[config.mk]
export PLATFORM = sky130hd
export DESIGN_NAME = ad7606_sample_seq
export DESIGN_NICKNAME = d
export VERILOG_FILES = /design/src/rtl/ad7606_pkg.sv /design/src/rtl/ad7606_rate_gen.sv /design/src/rtl/ad7606_sample_seq.sv
export SDC_FILE = /design/constraint.sdc
export NUM_CORES = 1
export LEC_CHECK = 0
export BUFFER_PORTS_ARGS = -buffer_cell sky130_fd_sc_hd__buf_2
export CORE_ASPECT_RATIO = 1.2
export CORE_MARGIN = 1.5
export CORE_UTILIZATION = 53
export CTS_CLUSTER_DIAMETER = 40
export DETAILED_ROUTE_END_ITERATION = 8
export PLACE_DENSITY_LB_ADDON = 0.3
export SYNTH_ARGS = -nofsm -noshare
export SYNTH_HDL_FRONTEND = slang
export SYNTH_HIERARCHICAL = 1
export SYNTH_SLANG_ARGS = --single-unit
[constraint.sdc]
create_clock -name i_clk -period 4.5 [get_ports i_clk]
set_input_delay 0.225 -clock i_clk [delete_from_list [all_inputs] [get_ports i_clk]]
set_output_delay 0.225 -clock i_clk [all_outputs]
set_load 0.01 [all_outputs]
[src/rtl/ad7606_pkg.sv]
// ad7606_pkg: shared definitions for the AD7606 sample sequencer
//   FSM state encoding, default pin timing, frame-period floor, channel clamp.
package ad7606_pkg;

    localparam logic [2:0] ST_ADRST  = 3'd0;
    localparam logic [2:0] ST_IDLE   = 3'd1;
    localparam logic [2:0] ST_CONVST = 3'd2;
    localparam logic [2:0] ST_WBH    = 3'd3;
    localparam logic [2:0] ST_WBL    = 3'd4;
    localparam logic [2:0] ST_RDL    = 3'd5;
    localparam logic [2:0] ST_RDH    = 3'd6;

    localparam int RST_CYC_DEF     = 4;
    localparam int CONVST_CYC_DEF  = 2;
    localparam int RD_LOW_CYC_DEF  = 3;
    localparam int RD_HIGH_CYC_DEF = 2;
    localparam int BUSY_TO_DEF     = 4096;
    localparam int MIN_PERIOD      = 64;

    // 1..8 pass through; 0 and anything above 8 mean a full 8-channel frame
    function automatic logic [3:0] clamp_nch(input logic [7:0] n);
        return (n == 8'd0 || n > 8'd8) ? 4'd8 : n[3:0];
    endfunction

endpackage

[src/rtl/ad7606_rate_gen.sv]
// ad7606_rate_gen: frame request generator for the AD7606 sequencer
//   i_clk, i_rst   clock, async active-high reset
//   enable         capture running; counter clears and holds while low
//   trigger        0 = free-run period tick, 1 = synced ext_trig rising edge
//   period         frame period in cycles, floored at MIN_PERIOD here
//   ext_trig       asynchronous external trigger
//   req            1-cycle frame request
module ad7606_rate_gen
    import ad7606_pkg::*;
(
    input  logic        i_clk,
    input  logic        i_rst,
    input  logic        enable,
    input  logic        trigger,
    input  logic [23:0] period,
    input  logic        ext_trig,
    output logic        req
);

    logic [23:0] cnt;
    logic [23:0] per;
    logic [2:0]  trig_s;
    logic        tick;
    logic        trig_rise;

    assign per       = (period < 24'(MIN_PERIOD)) ? 24'(MIN_PERIOD) : period;
    // >= rather than == so a shrinking period cannot strand the counter past terminal count
    assign tick      = enable && (cnt >= per - 24'd1);
    assign trig_rise = trig_s[1] && !trig_s[2];
    // gating by the live enable drops a request that coincides with enable falling
    assign req       = enable && (trigger ? trig_rise : tick);

    always_ff @(posedge i_clk or posedge i_rst) begin
        if (i_rst) begin
            cnt    <= '0;
            trig_s <= '0;
        end else begin
            cnt    <= (!enable || tick) ? 24'd0 : cnt + 24'd1;
            trig_s <= {trig_s[1:0], ext_trig};
        end
    end

endmodule

[src/rtl/ad7606_sample_seq.sv]
// ad7606_sample_seq: AD7606 parallel-mode conversion/readout sequencer
//   i_clk, i_rst                 clock, async active-high reset
//   i_cap_chnnel_num/enable/
//   i_cap_speed/trigger          capture configuration from the command decoder
//   i_ext_trig, i_ad_busy        asynchronous inputs, synced internally
//   i_ad_data                    AD7606 DB[15:0]
//   o_ad_convst/cs_n/rd_n/reset  AD7606 control pins
//   o_sample_data/chan/valid/last  sample stream, no backpressure
//   o_overrun, o_busy_err        1-cycle error pulses
module ad7606_sample_seq
    import ad7606_pkg::*;
#(
    parameter int RST_CYC     = RST_CYC_DEF,
    parameter int CONVST_CYC  = CONVST_CYC_DEF,
    parameter int RD_LOW_CYC  = RD_LOW_CYC_DEF,
    parameter int RD_HIGH_CYC = RD_HIGH_CYC_DEF,
    parameter int BUSY_TO     = BUSY_TO_DEF
) (
    input  logic        i_clk,
    input  logic        i_rst,
    input  logic [7:0]  i_cap_chnnel_num,
    input  logic        i_cap_enable,
    input  logic [23:0] i_cap_speed,
    input  logic        i_cap_trigger,
    input  logic        i_ext_trig,
    input  logic        i_ad_busy,
    input  logic [15:0] i_ad_data,
    output logic        o_ad_convst,
    output logic        o_ad_cs_n,
    output logic        o_ad_rd_n,
    output logic        o_ad_reset,
    output logic [15:0] o_sample_data,
    output logic [2:0]  o_sample_chan,
    output logic        o_sample_valid,
    output logic        o_sample_last,
    output logic        o_overrun,
    output logic        o_busy_err
);

    logic [2:0]  state;
    logic [12:0] cnt;
    logic [3:0]  nch;
    logic [2:0]  ch;
    logic [23:0] period;
    logic [1:0]  busy_s;
    logic        req;
    logic        last_ch;

    ad7606_rate_gen u_rate_gen (
        .i_clk    (i_clk),
        .i_rst    (i_rst),
        .enable   (i_cap_enable),
        .trigger  (i_cap_trigger),
        .period   (period),
        .ext_trig (i_ext_trig),
        .req      (req)
    );

    assign last_ch   = {1'b0, ch} == nch - 4'd1;
    assign o_overrun = req && (state != ST_IDLE);

    // cnt is a shared width/timeout counter: cleared on every state entry, saturating
    always_ff @(posedge i_clk or posedge i_rst) begin
        if (i_rst) begin
            state          <= ST_ADRST;
            cnt            <= '0;
            nch            <= 4'd8;
            ch             <= '0;
            period         <= '0;
            busy_s         <= '0;
            o_ad_convst    <= 1'b1;
            o_ad_cs_n      <= 1'b1;
            o_ad_rd_n      <= 1'b1;
            o_ad_reset     <= 1'b1;
            o_sample_data  <= '0;
            o_sample_chan  <= '0;
            o_sample_valid <= 1'b0;
            o_sample_last  <= 1'b0;
            o_busy_err     <= 1'b0;
        end else begin
            busy_s         <= {busy_s[0], i_ad_busy};
            cnt            <= (&cnt) ? cnt : cnt + 13'd1;
            o_sample_valid <= 1'b0;
            o_busy_err     <= 1'b0;
            case (state)
                // the reset-release cycle itself is not counted, giving RST_CYC full cycles high
                ST_ADRST: if (cnt == 13'(RST_CYC)) begin
                    state      <= ST_IDLE;
                    o_ad_reset <= 1'b0;
                end
                ST_IDLE: begin
                    period <= i_cap_speed;
                    if (req) begin
                        state       <= ST_CONVST;
                        cnt         <= '0;
                        nch         <= clamp_nch(i_cap_chnnel_num);
                        o_ad_convst <= 1'b0;
                    end
                end
                ST_CONVST: if (cnt == 13'(CONVST_CYC - 1)) begin
                    state       <= ST_WBH;
                    cnt         <= '0;
                    o_ad_convst <= 1'b1;
                end
                ST_WBH: if (busy_s[1]) begin
                    state <= ST_WBL;
                    cnt   <= '0;
                end else if (cnt >= 13'(BUSY_TO - 1)) begin
                    state      <= ST_IDLE;
                    o_busy_err <= 1'b1;
                end
                ST_WBL: if (!busy_s[1]) begin
                    state     <= ST_RDL;
                    cnt       <= '0;
                    ch        <= '0;
                    o_ad_cs_n <= 1'b0;
                    o_ad_rd_n <= 1'b0;
                end else if (cnt >= 13'(BUSY_TO - 1)) begin
                    state      <= ST_IDLE;
                    o_busy_err <= 1'b1;
                end
                ST_RDL: if (cnt == 13'(RD_LOW_CYC - 1)) begin
                    state          <= ST_RDH;
                    cnt            <= '0;
                    o_ad_rd_n      <= 1'b1;
                    o_sample_data  <= i_ad_data;
                    o_sample_chan  <= ch;
                    o_sample_last  <= last_ch;
                    o_sample_valid <= 1'b1;
                end
                ST_RDH: if (cnt == 13'(RD_HIGH_CYC - 1)) begin
                    cnt <= '0;
                    if (last_ch) begin
                        state     <= ST_IDLE;
                        o_ad_cs_n <= 1'b1;
                    end else begin
                        state     <= ST_RDL;
                        ch        <= ch + 3'd1;
                        o_ad_rd_n <= 1'b0;
                    end
                end
                default: state <= ST_ADRST;
            endcase
        end
    end

endmodule

# Word-level counts from Yosys, hierarchy flattened

Cells that the tools add are included.

Bits in registers: 102
Logic and storage cells: 110
Output and inout bits: 27

Add/subtract/negate cells: 5
Reductions and logical operators: 23
Magnitude comparators: 4
Multiplexer cells: 42
Equality and inequality tests: 19

Operator list:

| kind                                                                 | number |
|---|---|
| 2-to-1 mux 13 bit                                                    | 6 |
| case mux 13 bit (5 select lines)                                     | 1 |
| 2-to-1 mux 24 bit                                                    | 2 |
| 2-to-1 mux 3 bit                                                     | 12 |
| adder 24 x 1 -> 24 bit (second input constant)                       | 1 |
| greater-or-equal comparator 24 bit                                   | 1 |
| less-than comparator 24 x 7 -> 1 bit (second input constant)         | 1 |
| subtractor 24 x 1 -> 24 bit (second input constant)                  | 1 |
| case mux 3 bit (7 select lines)                                      | 1 |
| != test 2 bit (second input constant)                                | 8 |
| 2-to-1 mux 1 bit                                                     | 14 |
| adder 13 x 1 -> 13 bit (second input constant)                       | 1 |
| == test 13 x 1 -> 1 bit (second input constant)                      | 1 |
| == test 13 x 2 -> 1 bit (second input constant)                      | 1 |
| == test 13 x 3 -> 1 bit (second input constant)                      | 1 |
| greater-or-equal comparator 13 x 12 -> 1 bit (second input constant) | 1 |
| AND reduction 13 bit                                                 | 1 |
| AND reduction 5 bit                                                  | 2 |
| == test 3 bit (second input constant)                                | 3 |
| > comparator 8 x 4 -> 1 bit (second input constant)                  | 1 |
| zero test 8 bit                                                      | 1 |
| AND reduction 4 bit                                                  | 2 |
| == test 3 x 2 -> 1 bit (second input constant)                       | 2 |
| case mux 1 bit (2 select lines)                                      | 3 |
| other kinds (17)                                                     | 25 |

# Depth between registers and ports, before layout

Gate-level depths: netlist (run 1).

Depth in word-level cells: 9
Depth in mapped cells: 20
Depth with buffers taken out: 19

# Modules after synthesis

Netlist (run 1), hierarchy kept.

By module, submodules not included:

| module            | cells each | instances | area each (µm²) |
|---|---|---|---|
| ad7606_sample_seq | 348        | 1         | 3654.8 |
| ad7606_rate_gen   | 261        | 1         | 2278.4 |

# Worst setup path before layout (run 1)

OpenSTA, ideal clock, no wires.

Path type: register to register
From: register period[11]
To: register state[2]
Stages on the path, launching flop included: 20
Arrival time: 4.557 ns
Path slack: -0.152 ns
Path buffers: 1
Cells stage by stage: dfrtp_1 or4_4 or4_4 buf_6 nand2_1 ha_1 and3b_1 nand3_1 nor3_1 xnor2_1 ha_1 nand4_1 nor4_1 o2111ai_1 a41oi_1 o21a_1 nor3_1 o21ai_0 o21ai_1 o31ai_1

Word-level cells in the longest chain between the ends: 9

RTL lines:

| item                                   | RTL line                | source |
|---|---|---|
| start: declaration                     | ad7606_sample_seq.sv:44 | `logic [23:0] period;` |
| start signal: assignment               | ad7606_sample_seq.sv:92 | `period <= i_cap_speed;` |
| less-than comparator 24 x 7 -> 1 bit   | ad7606_rate_gen.sv:26   | `assign per = (period < 24'(MIN_PERIOD)) ? 24'(MIN_PERIOD) : period;` |
| 2-to-1 mux 24 bit (*)                  | ad7606_rate_gen.sv:26   |  |
| subtractor 24 x 1 -> 24 bit (*)        | ad7606_rate_gen.sv:28   | `assign tick = enable && (cnt >= per - 24'd1);` |
| greater-or-equal comparator 24 bit (*) | ad7606_rate_gen.sv:28   |  |
| logical AND 1 bit (*)                  | ad7606_rate_gen.sv:28   |  |
| 2-to-1 mux 1 bit (*)                   | ad7606_rate_gen.sv:31   | `assign req = enable && (trigger ? trig_rise : tick);` |
| logical AND 1 bit (*)                  | ad7606_rate_gen.sv:31   |  |
| named net req                          | ad7606_sample_seq.sv:46 | `logic req;` |
| != test 2 bit (no line) (*)            | --                      |  |
| AND reduction 5 bit (no line) (*)      | --                      |  |
| end signal: assignment                 | ad7606_sample_seq.sv:65 | `state <= ST_ADRST;` |
| end signal: assignment                 | ad7606_sample_seq.sv:88 | `state <= ST_IDLE;` |
| end signal: assignment                 | ad7606_sample_seq.sv:94 | `state <= ST_CONVST;` |
| end: declaration                       | ad7606_sample_seq.sv:40 | `logic [2:0] state;` |

Mark *: on every way through the listed nets, which the timed path passes. The rest lies on a longest branch.
A chain may end at the register's enable or synchronous reset.

# Worst setup path in the final report (run 1)

From: register period[12]
To: output port o_overrun

Word-level cells in the longest chain between the ends: 8

RTL lines:

| item                                   | RTL line                | source |
|---|---|---|
| less-than comparator 24 x 7 -> 1 bit   | ad7606_rate_gen.sv:26   |  |
| 2-to-1 mux 24 bit (*)                  | ad7606_rate_gen.sv:26   |  |
| subtractor 24 x 1 -> 24 bit (*)        | ad7606_rate_gen.sv:28   |  |
| greater-or-equal comparator 24 bit (*) | ad7606_rate_gen.sv:28   |  |
| logical AND 1 bit (*)                  | ad7606_rate_gen.sv:28   |  |
| 2-to-1 mux 1 bit (*)                   | ad7606_rate_gen.sv:31   |  |
| logical AND 1 bit (*)                  | ad7606_rate_gen.sv:31   |  |
| named net req                          | ad7606_sample_seq.sv:46 |  |
| logical AND 1 bit (*)                  | ad7606_sample_seq.sv:60 | `assign o_overrun = req && (state != ST_IDLE);` |
| end: declaration                       | ad7606_sample_seq.sv:36 | `output logic o_overrun,` |

Marks and branches as above.

==> results of run 1 <==
[layout by cell type (no fill, tap or decap), types with 4 or more instances in the layout]
master	instances
xor2_1	23
nor3b_1	4
nand4_1	13
nand2b_1	6
and3_1	8
or3_1	4
nor4_4	4
nand3_1	15
dfrtp_1	97
buf_4	40
a211oi_1	7
and4_1	4
nand2_1	100
inv_1	18
ha_1	31
nor4_1	5
dfstp_2	5
nor2_1	43
a21oi_1	17
o21ai_1	6
xnor2_1	29
nor3_1	36
buf_2	79
buf_6	6
o21ai_0	10
mux2_2	25
clkbuf_16	10
[through the flow]
step	setup slack [ns]	hold WS (ns)	cell area [sq um]	std cells
finish	-0.524	0.0733	7260	868
global placement	0.0777	0.335	6650	834
floorplan	0.00784	0.256	5950	609
global route	-0.716	0.0739	7260	868
detailed placement	-0.0746	0.334	6650	834
CTS	-0.338	0.00349	7140	862
[worst register-to-register path, cell delays in order (launching register included)]
cell     delay (ns)
dfrtp_1        0.38
or4_4          0.55
or4_4          0.55
nand2_4        0.12
ha_4           0.13
and3b_2        0.22
nand3_4        0.11
buf_6          0.17
nor3_4         0.17
xnor2_1        0.17
ha_1           0.30
buf_4          0.15
buf_4          0.12
a21o_1         0.16
a22oi_2        0.25
a41oi_2        0.14
o21a_1         0.23
buf_6          0.13
buf_6          0.11
nor3_2         0.10
o21ai_1        0.11
buf_4          0.17
a32oi_1        0.16
o21ai_1        0.08
[Yosys cell counts (5+ instances only)]
cell type	instances
nand2b_1	6
inv_1	19
and3_1	8
buf_6	5
xnor2_1	29
nand2_1	103
clkbuf_1	8
nor3_1	40
nor2_1	44
a21oi_1	17
ha_1	32
mux2_2	25
a211oi_1	7
nand4_1	13
dfrtp_1	97
nor4_1	6
xor2_1	23
dfstp_2	5
nand3_1	16
o21ai_0	13
[registers in the layout, indices dropped and copies added (netlist names), 2 cells and up]
signal and cells:
cnt 13, ch 3, o_sample_chan 3, state 3, nch 4, u_rate_gen/cnt 24
period 24, u_rate_gen/trig_s 3, o_sample_data 16, busy_s 2
[power groups by stage]
stage | logic [mW] | clock network (mW) | registers [mW]
2_1_floorplan | 0.0314 | 0 | 0.956
3_3_place_gp | 0.0772 | 0 | 0.953
3_5_place_dp | 0.0792 | 0 | 0.954
5_1_grt | 0.0920 | 0.818 | 0.938
6_report | 0.0823 | 0.775 | 0.937
4_1_cts | 0.0835 | 0.787 | 0.937
[layer usage]
| layer | part of all wire [%] | wire [microns] | up-vias | track usage, % |
|---|---|---|---|---|
| li1 | - | - | 2393 | - |
| met2 | 52 | 7600 | 115 | 44.2 |
| met3 | 3.2 | 461 | 33 | 3.05 |
| met4 | 2.7 | 386 | 0 | 8.98 |
| met1 | 42 | 6040 | 2429 | 30.0 |
| met5 | 0 | 0 | - | 0 |
[kinds of logic after synthesis]
logic type | count (synthesis) | synth area share, %
AOI/OAI and AO/OA | 79 | 9.60
xor gates and xnor gates | 52 | 7.68
adders and majority gates | 32 | 6.75
buffers and inverters | 38 | 3.21
DFF | 102 | 43.1
muxes | 27 | 5.12
and+or+nand+nor | 279 | 24.5
[worst max path at each step]
stage / depth (start not counted) / slack [ns] / end
after detailed placement: 20 / -0.07 / state[1]
after global placement: 20 / 0.08 / state[1]
after CTS: 19 / -0.34 / o_overrun
final: 20 / -0.52 / o_overrun
after floorplan: 19 / 0.008 / cnt[9]
after global routing: 21 / -0.72 / o_overrun
[final cells by class]
class | instances | area, sq um | area share [%]
inverters | 19 | 71.3 | 0.982
clock inverters | 3 | 43.8 | 0.603
clock buffers | 13 | 250 | 3.45
multi-input cells | 469 | 3320 | 45.8
repair buffers | 130 | 848 | 11.7
flip-flops and latches | 102 | 2560 | 35.2
well taps | 132 | 165 | 2.27
[timing repair]
item                                   4_1_cts  5_1_grt
buffers inserted                            11        6
cloned                                       0        1
resized for setup                           20       11
endpoints found under the hold margin        1        1
pin swaps                                   21       22
setup endpoints to repair                    7       22
hold buffers                                 1        1
==> results, run 1 <==
- The run finished, with violations left.
- The final reports fail on negative setup slack.
- In this run, synthesis produced a sequential element count of 102.
- The master of the slowest instance on the critical path is or4_4.
- The final-report hold violation count is 0.
- The number of vias per cell after detailed routing is 5.73.
- The fraction of layout cells with a size suffix above 1 is 29.1%.
- The design draws 1.79 mW.
- In the routed design, unresolved DRC markers number 0.
- VDD sags by at most 0.000161 V.
- The pin count of the biggest net entering global routing is 48.
- The CTS buffer count is 9.
- The leading area contributor after synthesis is dfrtp_1.
- Data arrives at the worst endpoint at 4.80 ns.
- The cell-internal power is 1.41 mW.
- The count of final setup violators is 22.
- The static leakage is 3.48 nW.
- Power spread over the standard cell area amounts to 247 nW/um^2.
- The critical path in this run is classified as flip-flop to output port.
- In the post-synthesis netlist, the biggest area contributors are dfrtp_1, ha_1, nand2_1, mux2_2, xnor2_1.
- The combinational fraction of design power is 4.6%.
- The level count of the clock H-tree is 3.
- The number of warning messages in the yosys log is 6.
- The number of enable flip-flop cells after synthesis is 0.
- The worst setup path is launched from a flip-flop.
- The reg-to-reg setup timing slack is -0.41 ns.
- At the pin with the least slew margin, the transition time is 1.08 ns.
- The achievable frequency is 199 MHz.
- The kind of cell with the highest combined delay along the critical path is simple AND/OR/NAND/NOR gates.
- The required time of the critical path is 4.28 ns.
- The count of inserted antenna diode cells is 0.
- In the final timing run, aggregate negative setup slack is -6.48 ns.
- The region available for standard cell placement spans 11000 sq um.
- The count of buffers added on input and output ports is 80.
- After detailed routing, the average wire length per cell comes to 16.7 microns.
- The initial antenna violation count is 0.
- The number of distinct library cell variants in the gate-level netlist after synthesis is 73.
- Setup repair after global routing could not meet its margin everywhere.
- The tightest min-delay check is of the primary input to flip-flop type.
- The worst-path maximum fanout is 3.
- The setup slack of the critical path after layout is -0.524 ns.
- The overall routing resource usage is 24.6%.
- The sequential element share of the synthesized area is 43.1%.
- The max-slew violation count was 0.
- The max-cap violation count is 0.
- The number of core rows is 42.
- Walking the worst path, the cells encountered are or4_4, or4_4, nand2_4, ha_4, and3b_2, nand3_4, buf_6, nor3_4, xnor2_1, ha_1, nand4_1, buf_4, nor4_4, o2111ai_2, a41oi_2, o21a_1, buf_6, buf_6, nor2b_4, buf_6.
- The largest stage delay on the critical path is 0.55 ns.
- Counting flops with an async set or reset pin after synthesis yields a share of 100%.
- The die area is 11800 sq um.
- For this block, the initial DRC count from the detailed router was 251.
- The count of buffer and inverter cells on the critical path is 5.
- Routability-driven placement finished with a final weighted congestion of 0.901.
- The number of primary I/O pins is 81.
- The worst hold path begins at i_ad_data[12].
- The worst register-to-register path has a depth of 23.
- The final clock period utilization by the worst path is 112%.
- Across the routed clock network, the largest skew measured is 0.00446 ns.
- From left edge to right edge, the die measures 99.6 microns.
- For this configuration, the core starts out at a cell density of 54.0%.
- In this run the clock root is driven by a clkbuf_16.
- The share of total power dissipated in sequential elements is 52.2%.
- The total overflow left after global routing is 0.
- The worst max-slew margin expressed relative to the limit is 27.8%.
- The number of sinks driven by the clock tree is 102.
- The clock reaches the later pin of the worst-skew pair after 0.34 ns.
- The post-synthesis average cell area is 9.74 sq um.
- The global-route wire length before repair is 23.1 mm.
- After synthesis the cells add up to 5930 sq um.
- The clock network burns 43.2% of the power.
- The count of fill cells added during filler insertion is 827.
- The cell that appears most often on the critical path is buf_6.
- The hold-critical path endpoint is o_sample_data[12].
- The routed design could run at a clock period as short as 5.02 ns.
- The die is 119 microns tall.
- The worst setup path is captured at an output port.
- The total number of vias is 4970.
- The critical path starts at period[12].
- For this run, the post-layout net count is 817.
- For this design the total switching power over the nets is 0.385 mW.
- Along the worst hold path, the cell count comes to 3.
- The routed design has 14.5 mm of wire.
- In this run the remaining antenna-violating nets after routing total 0.
- The portion of synthesized cell area occupied by the leading cell type is 40.9%.
- Synthesis produced a netlist with a net count of 695.
- The via count of the first global-routing pass is 4864.
- The clock-pin slew reported for the worst setup and hold paths after clock tree synthesis is 0.07 ns.
- The beginning of the worst register-to-register path is period[12].
- The core occupancy in the finished layout is 66.1%.
- The final HPWL from detailed placement is 10.2 mm.
- The number of cells produced by synthesis is 609.
- Net switching is 21.4% of the power.
- The clock passes through at most 2 buffers.
- The first detailed-routing pass ran for 4 iterations.
- Compared with the post-synthesis result, the final layout area differs by 22.4%.
- In this run the critical register-to-register path is captured at state[1].
- The TritonCTS clock tree is yes.
- In the synthesized netlist the dominant register cell turns out to be dfrtp_1.
(Power assumes the default switching activity.)
==> run 2: changes to the inputs <==
Settings changed: ABC_AREA from default to 1.
==> results, run 2 <==
- The level count of the clock H-tree came to 3 (unchanged).
- The fraction of layout cells with a size suffix above 1 is 18.3% (-11 points).
- The TritonCTS clock tree is yes.
- Among all flip-flop cells after synthesis, the most frequent one is dfrtp_1.
- In the layout the commonest cells are nand2_1, nor2_1, dfrtp_1.
- The worst hold margin is 0.0618 ns (-0.0115 ns).
- The portion of synthesized cell area occupied by the leading cell type is 37.9% (-3.0 points).
- The achievable frequency is 253 MHz (+27%).
- The number of flip-flops and latches in the synthesized netlist is 102 (unchanged).
- The transition time at the pin with the least slew margin came to 0.983 ns (-0.0995 ns).
- The number of buffers added on ports is 80 (unchanged).
- The most prevalent standard cell on the critical path is nand2_1.
- The sequential element share of the synthesized area is 40.0% (-3.1 points).
- The net switching component of the power is 0.394 mW (+2.4%).
- The clock-pin slew reported for the worst setup and hold paths after clock tree synthesis came to 0.07 ns (about the same).
- The number of vias per cell after detailed routing is 5.13 (-10%).
- The number of nets still failing antenna checks after routing is 0 (unchanged).
- Relative to the synthesized area, the layout overhead comes to 13.6%.
- The number of core rows was 43 (+2.4%).
- The number of distinct library cell variants in the gate-level netlist after synthesis came to 41 (-44%).
- The pin count of the biggest net entering global routing is 76 (+58%).
- The final wirelength was 14.3 mm (-1.3%).
- The combinational fraction of design power came to 3.9% (-0.7 points).
- The die outline height was 123 microns (+3.7%).
- The kind of cell with the highest combined delay along the critical path is simple AND/OR/NAND/NOR gates.
- The count of final setup violators came to 0 (-100%).
- The setup skew after layout was 0.00628 ns (+0.00182 ns).
- The largest registers in the layout are period: 24 flops, u_rate_gen/cnt: 24 flops, o_sample_data: 16 flops.
- The shortest period the worst path allows is 3.95 ns (-1.07 ns).
- The number of cells produced by synthesis came to 846 (+39%).
- The largest stage delay on the critical path is 0.45 ns (-0.10 ns).
- The placeable core area came to 11700 sq um (+6.3%).
- The element type at the critical path end is an output port.
- The initial antenna violation count was 0 (unchanged).
- The max-slew violation count is 0 (unchanged).
- The biggest area contributor in the post-synthesis netlist is dfrtp_1.
- The final sum of negative setup slack is 0 ns (+6.48 ns).
- The net count after synthesis was 932 (+34%).
- The clock network latency to the later pin of the worst-skew pair is 0.35 ns (about the same).
- The synthesized cell area was 6400 sq um (+7.8%).
- The peak supply drop is 0.000191 V (+18%).
- The setup slack of the critical path after layout came to 0.547 ns (+1.07 ns).
- The final HPWL from detailed placement is 10.9 mm (+6.9%).
- The count of inserted antenna diode cells is 0 (unchanged).
- The worst slack at placement is 0.626 ns (+0.701 ns).
- The number of DRC markers in iteration 0 is 303 (+21%).
- Clock tree synthesis selected as its root buffer the cell clkbuf_16.
- The residual DRC count came to 0 (unchanged).
- The library cell used most frequently in the layout, excluding fill and tap cells, is nand2_1.
- The kind of path behind the tightest hold check is primary input to flip-flop.
- Among all stages on the critical path, the largest delay is contributed by dfrtp_1.
- The number of enable flip-flop cells after synthesis was 0 (unchanged).
- The number of primary I/O pins was 81 (unchanged).
- The number of warning messages in the yosys log is 6 (unchanged).
- The cell-internal power was 1.46 mW (+3.5%).
- The switching share of power was 21.2% (-0.19 points).
- The kind of critical path is flip-flop to output port.
- The maximum clock insertion buffer count came to 2 (unchanged).
- The count of buffers added by post-CTS timing repair for setup is 0 (-11).
- The power share of the sequential group is 50.1% (-2.1 points).
- The startpoint type of the worst setup path is a flip-flop.
- Sorting the synthesized cells by area gives the leading types as dfrtp_1, nand2_1, ha_1, nor2_1, inv_1.
- The CTS buffer count is 9 (unchanged).
- The count of fill cells added during filler insertion came to 1066 (+29%).
- The starting utilization of the core area came to 54.8% (+0.76 points).
- The worst-path maximum fanout was 14 (+11).
- The via count of the first global-routing pass was 5416 (+11%).
- The ratio of total power to cell area is 255 nW/um^2 (+3.2%).
- The final clock period utilization by the worst path is 87.9% (-24 points).
- The final net count came to 1014 (+24%).
- The static leakage is 3.67 nW (+5.5%).
- The required time of the critical path came to 4.28 ns (about the same).
- Sorting the synthesized cells by how often they occur yields nand2_1, nor2_1, dfrtp_1.
- The global-route wire length before repair is 24.3 mm (+5.6%).
- The average routed wire per standard cell is 13.1 microns (-21%).
- The max-cap violation count is 0 (unchanged).
- The placer's final routability congestion estimate is 0.948 (+5.2%).
- Setup repair after global routing left no endpoint under its margin.
- The clock group share of total power is 46.0% (+2.8 points).
- The die area is 12700 sq um (+7.6%).
- The total number of vias came to 5588 (+12%).
- The worst max-slew margin expressed relative to the limit is 34.0% (+6.2 points).
- The overall routing resource usage was 24.7% (+0.066 points).
- The flow ran to the end, and the final reports show no timing, DRC or antenna violations.
- The number of detailed-route iterations in the first pass was 5 (+1).
- The count of buffer and inverter cells on the critical path came to 3 (-2).
- The final global-route overflow total is 0 (unchanged).
- The number of sinks driven by the clock tree is 102 (unchanged).
- The async set-reset flop share out of synthesis is 100% (unchanged).
- The data arrival time at the worst-slack endpoint is 3.73 ns (-1.07 ns).
- The post-synthesis average cell area is 7.56 sq um (-22%).
- The final-report hold violation count is 0 (unchanged).
- Walking the worst path, the cells encountered are nor2_1, nand2_2, nor2_2, nand2_4, nand2_1, ha_1, nand2_2, nor2_4, nand3_1, nand2_1, nand2_1, ha_1, nand2_1, nor2_1, nand2_1, nor2_1, nand2_1, nand4_1, nand2_1, inv_1, nand2_1, inv_1, buf_2.
- In the post-synthesis netlist, the cell with the most instances is nand2_1.
- The die outline width is 103 microns (+3.7%).
## run 2: power groups by stage
stage | combinational [mW] | sequential, mW | clock [mW]
floorplan | 0.0350 | 0.945 | 0
global route | 0.0823 | 0.929 | 0.911
CTS | 0.0733 | 0.929 | 0.864
global placement | 0.0706 | 0.946 | 0
finish | 0.0716 | 0.929 | 0.852
detailed placement | 0.0715 | 0.946 | 0
## run 2: worst paths after layout
kind / start / to / slack [ns] / depth (start not counted)
worst max register to register: period[16] / cnt[7] / 0.58 / 26
max in group asynchronous: i_rst / cnt[5] / 3.74 / 3
worst min register to register: u_rate_gen/trig_s[0] / u_rate_gen/trig_s[1] / 0.35 / 0
min in group asynchronous: i_rst / u_rate_gen/trig_s[0] / 0.12 / 2
worst min-delay path: i_ad_data[5] / o_sample_data[5] / 0.06 / 3
worst max-delay path: period[16] / o_overrun / 0.55 / 23
## run 2: layout make-up
type	count	area (sq um)	share of cell area, %
multi-input combinational	647	3420	47.0
sequential	102	2560	35.2
timing repair buffer	85	443	6.10
inverter	83	317	4.36
clock buffer	10	239	3.29
tap	157	196	2.70
clock inverter	6	93.8	1.29
## run 2: cell families (layout without fill, tap and decap cells)
group,after synthesis,after routing,synth area share [%]
adder cells (fa/ha/maj),32,32,6.26
buffers and inverters,97,184,6.59
flip-flops,102,102,40.0
XOR/XNOR,34,34,4.66
AO/OA/AOI/OAI,51,51,4.69
AND/OR/NAND/NOR,530,530,37.8
## run 2: through the flow
stage / utilization (%) / area (sq um) / power (mW) / cells
after floorplan: - / 6400 / 0.980 / 846
after global placement: 59.2 / 6910 / 1.02 / 1072
after detailed placement: 59.2 / 6910 / 1.02 / 1072
after CTS: 62.2 / 7260 / 1.87 / 1090
after global routing: 62.2 / 7260 / 1.92 / 1090
final: 62.2 / 7260 / 1.85 / 1090
## run 2: repair_timing
action / 4_1_cts / 5_1_grt
hold buffers: 2 / 0
endpoints found under the hold margin: 2 / 0
resized for setup: 0 / 0
## run 2: worst reg2reg max path: stages (launching register included)
cell     delay [ns]
dfrtp_1        0.45
nor2_1         0.18
nand2_2        0.10
nor2_2         0.15
nand2_4        0.15
nand2_1        0.17
ha_1           0.32
nand2_2        0.17
nor2_4         0.17
nand3_1        0.09
nand2_1        0.07
nand2_1        0.05
ha_1           0.26
nand2_1        0.06
nor2_1         0.20
nand2_1        0.10
nor2_1         0.11
nand2_1        0.08
nand4_1        0.09
nand2_1        0.07
inv_1          0.08
inv_1          0.06
nand2_1        0.10
nand4_1        0.14
nor2_2         0.12
buf_4          0.21
nor3b_1        0.08
## run 2: metal layers
metal	up-vias	track usage, %	routed length, microns
li1	2847	-	-
met3	33	5.37	563
met4	0	9.12	404
met1	2565	29.4	6130
met2	143	43.3	7200
met5	-	0	0
==> run 3: changes to the inputs <==
Settings changed: RECOVER_POWER from default to 50.
==> results, run 3 (synthesized netlist as in run 2, its figures left out) <==
- The count of inserted antenna diode cells was 0 (unchanged).
- Compared with the post-synthesis result, the final layout area differs by 13.3%.
- The worst slack at placement came to 0.626 ns (unchanged).
- The total number of vias came to 5587 (-0.018%).
- The critical path ends at o_overrun.
- The number of detailed-route iterations in the first pass is 5 (unchanged).
- The count of fill cells added during filler insertion is 1072 (+0.56%).
- The number of vias per cell after detailed routing is 5.13 (about the same).
- The clock group share of total power was 46.0% (about the same).
- The overall routing resource usage came to 24.7% (unchanged).
- The checks that failed: max-capacitance violations, max-slew violations.
- The number of buffers added on ports is 80 (unchanged).
- The level count of the clock H-tree is 3 (unchanged).
- The power share of the sequential group came to 50.1% (about the same).
- The element type at the critical path end is an output port.
- The via count of the first global-routing pass is 5416 (unchanged).
- The final global-route overflow total is 0 (unchanged).
- The combinational fraction of design power came to 3.8% (about the same).
- The count of final setup violators was 0 (unchanged).
- The final wirelength came to 14.3 mm (about the same).
- The count of buffers added by post-CTS timing repair for setup is 0 (unchanged).
- The number of primary I/O pins came to 81 (unchanged).
- CTS placed an instance of clkbuf_16 at the clock tree root.
- The shortest period the worst path allows came to 3.96 ns (+0.00384 ns).
- The transition time at the pin with the least slew margin is 3.77 ns (+2.79 ns).
- In this design, the largest share of critical-path delay is due to simple AND/OR/NAND/NOR gates.
- The library cell used most frequently in the layout, excluding fill and tap cells, is nand2_1.
- The final HPWL from detailed placement is 10.9 mm (unchanged).
- The worst setup path is of the flip-flop to output port kind.
- The ratio of total power to cell area is 256 nW/um^2 (+0.22%).
- The reg-to-reg setup timing slack is 0.57 ns (about the same).
- The setup slack of the critical path after layout came to 0.543 ns (-0.00384 ns).
- The worst max-slew margin expressed relative to the limit came to -151% (-190 points).
- The CTS buffer count is 9 (unchanged).
- The setup skew after layout is 0.00620 ns (-0.0000798 ns).
- The worst hold margin was 0.0612 ns (-0.000649 ns).
- The placeable core area is 11700 sq um (unchanged).
- The kind of path behind the tightest hold check is primary input to flip-flop.
- The die outline height is 123 microns (unchanged).
- The worst-path maximum fanout is 14 (unchanged).
- The achievable frequency is 253 MHz (about the same).
- For this design, the slowest cell found on the critical path is dfrtp_1.
- The number of nets still failing antenna checks after routing was 0 (unchanged).
- The multi-input combinational cell area is 3420 sq um (unchanged).
- The most prevalent standard cell on the critical path is nand2_1.
- The max-cap violation count is 1 (+1).
- The die outline width is 103 microns (unchanged).
- The beginning of the worst hold path is i_ad_data[10].
- The static leakage was 3.64 nW (-0.76%).
- The placer's final routability congestion estimate came to 0.948 (unchanged).
- In this run the critical register-to-register path is captured at cnt[7].
- The top cell types in the final layout, fill and taps aside, are nand2_1, nor2_1, dfrtp_1.
- The net switching component of the power is 0.394 mW (+0.19%).
- The worst setup path is launched from a flip-flop.
- The final-report hold violation count is 0 (unchanged).
- The average routed wire per standard cell is 13.1 microns (about the same).
- The flow ran to the end, but the final reports show violations.
- The TritonCTS clock tree is yes.
- The register cell area after layout was 2560 sq um (unchanged).
- The clock-pin slew reported for the worst setup and hold paths after clock tree synthesis is 0.07 ns (about the same).
- Setup repair after global routing left no endpoint under its margin.
- The number of DRC markers in iteration 0 is 291 (-4.0%).
- The data arrival time at the worst-slack endpoint is 3.73 ns (about the same).
- The largest stage delay on the critical path is 0.45 ns (about the same).
- The maximum clock insertion buffer count is 2 (unchanged).
- The global-route wire length before repair was 24.3 mm (unchanged).
- The pin count of the biggest net entering global routing is 76 (unchanged).
- The die area is 12700 sq um (unchanged).
- The initial antenna violation count is 0 (unchanged).
- The core occupancy in the finished layout is 62.1% (-0.13 points).
- The final clock period utilization by the worst path came to 87.9% (about the same).
- The logic depth of the worst setup path including buffers came to 23 (unchanged).
- The max-slew violation count is 76 (+76).
- The cell-internal power was 1.46 mW (about the same).
- The final net count is 1014 (unchanged).
- The startpoint of the most critical setup path is period[16].
- The starting utilization of the core area came to 54.8% (unchanged).
- The residual DRC count is 0 (unchanged).
- The signal on the critical path passes through nor2_1, nand2_2, nor2_2, nand2_4, nand2_1, ha_1, nand2_2, nor2_4, nand3_1, nand2_1, nand2_1, ha_1, nand2_1, nor2_1, nand2_1, nor2_1, nand2_1, nand4_1, nand2_1, inv_1, nand2_1, inv_1, buf_2.
- The switching share of power was 21.3% (+0.037 points).
- The number of sinks driven by the clock tree is 102 (unchanged).
- The beginning of the worst register-to-register path is period[16].
- The worst hold path stage count is 3 (unchanged).
- The clock network latency to the later pin of the worst-skew pair is 0.35 ns (about the same).
- The path depth of the worst reg2reg path was 26 (unchanged).
- The final sum of negative setup slack is 0 ns (unchanged).
- The peak supply drop is 0.000191 V (about the same).
- In the final layout, the registers with the most flip-flops are period: 24 flops, u_rate_gen/cnt: 24 flops, o_sample_data: 16 flops.
- The fraction of layout cells with a size suffix above 1 is 17.1% (-1.2 points).
- The count of buffer and inverter cells on the critical path is 3 (unchanged).
- The required time of the critical path is 4.28 ns (about the same).
- The number of core rows was 43 (unchanged).
==> run 3: cell types whose count changed in the layout (fill, tap and decap cells not counted), sizes merged <==
cell	change
inv	-1
clkinv	+1
clkbuf	+10
buf	-10
==> run 3: metal layers <==
layer	GRT usage [%]	share of wire [%]
met2	43.3	51
met3	5.37	4.0
met5	0	0
met1	29.4	43
met4	9.12	2.7
==> run 3: area by class of cell <==
class / instances / share of cell area [%]
clock buffers: 10 / 3.30
clock inverters: 6 / 1.29
inverters: 83 / 4.37
multi-input cells: 647 / 47.1
flip-flops and latches: 102 / 35.3
well taps: 157 / 2.71
repair buffers: 85 / 5.90
==> run 3: worst reg2reg max path, cell delays in order, from the launching register on <==
cell,delay (ns)
dfrtp_1,0.45
nor2_1,0.18
nand2_2,0.10
nor2_2,0.15
nand2_4,0.16
nand2_1,0.17
ha_1,0.32
nand2_2,0.17
nor2_4,0.17
nand3_1,0.09
nand2_1,0.07
nand2_1,0.05
ha_1,0.26
nand2_1,0.06
nor2_1,0.20
nand2_1,0.10
nor2_1,0.11
nand2_1,0.08
nand4_1,0.09
nand2_1,0.07
inv_1,0.08
inv_1,0.06
nand2_1,0.11
nand4_1,0.14
nor2_2,0.12
buf_4,0.21
nor3b_1,0.08
==> run 3: worst min-delay path by stage <==
| stage | to | slack (ns) |
|---|---|---|
| after detailed placement | busy_s[0] | 0.33 |
| after floorplan | busy_s[0] | 0.26 |
| final | o_sample_data[10] | 0.06 |
| after global routing | o_sample_data[5] | 0.06 |
| after CTS | o_sample_data[5] | 0.05 |
| after global placement | busy_s[0] | 0.33 |
==> run 3: per-stage QoR <==
stage | instances | power (mW) | instance area (sq um)
5_1_grt | 1090 | 1.92 | 7250
2_1_floorplan | 846 | 0.980 | 6400
6_report | 1090 | 1.85 | 7250
4_1_cts | 1090 | 1.87 | 7260
3_5_place_dp | 1072 | 1.02 | 6910
3_3_place_gp | 1072 | 1.02 | 6910
==> run 3: repair_timing <==
action                    4_1_cts  5_1_grt
hold buffers                    2        0
resized for setup               0        0
hold endpoints to repair        2        0
==> run 3: power groups by stage <==
| stage | Sequential, mW | Clock, mW | Combinational [mW] |
|---|---|---|---|
| final | 0.929 | 0.853 | 0.0710 |
| after CTS | 0.929 | 0.864 | 0.0733 |
| after global placement | 0.946 | 0 | 0.0706 |
| after global routing | 0.929 | 0.911 | 0.0818 |
| after detailed placement | 0.946 | 0 | 0.0715 |
| after floorplan | 0.945 | 0 | 0.0350 |
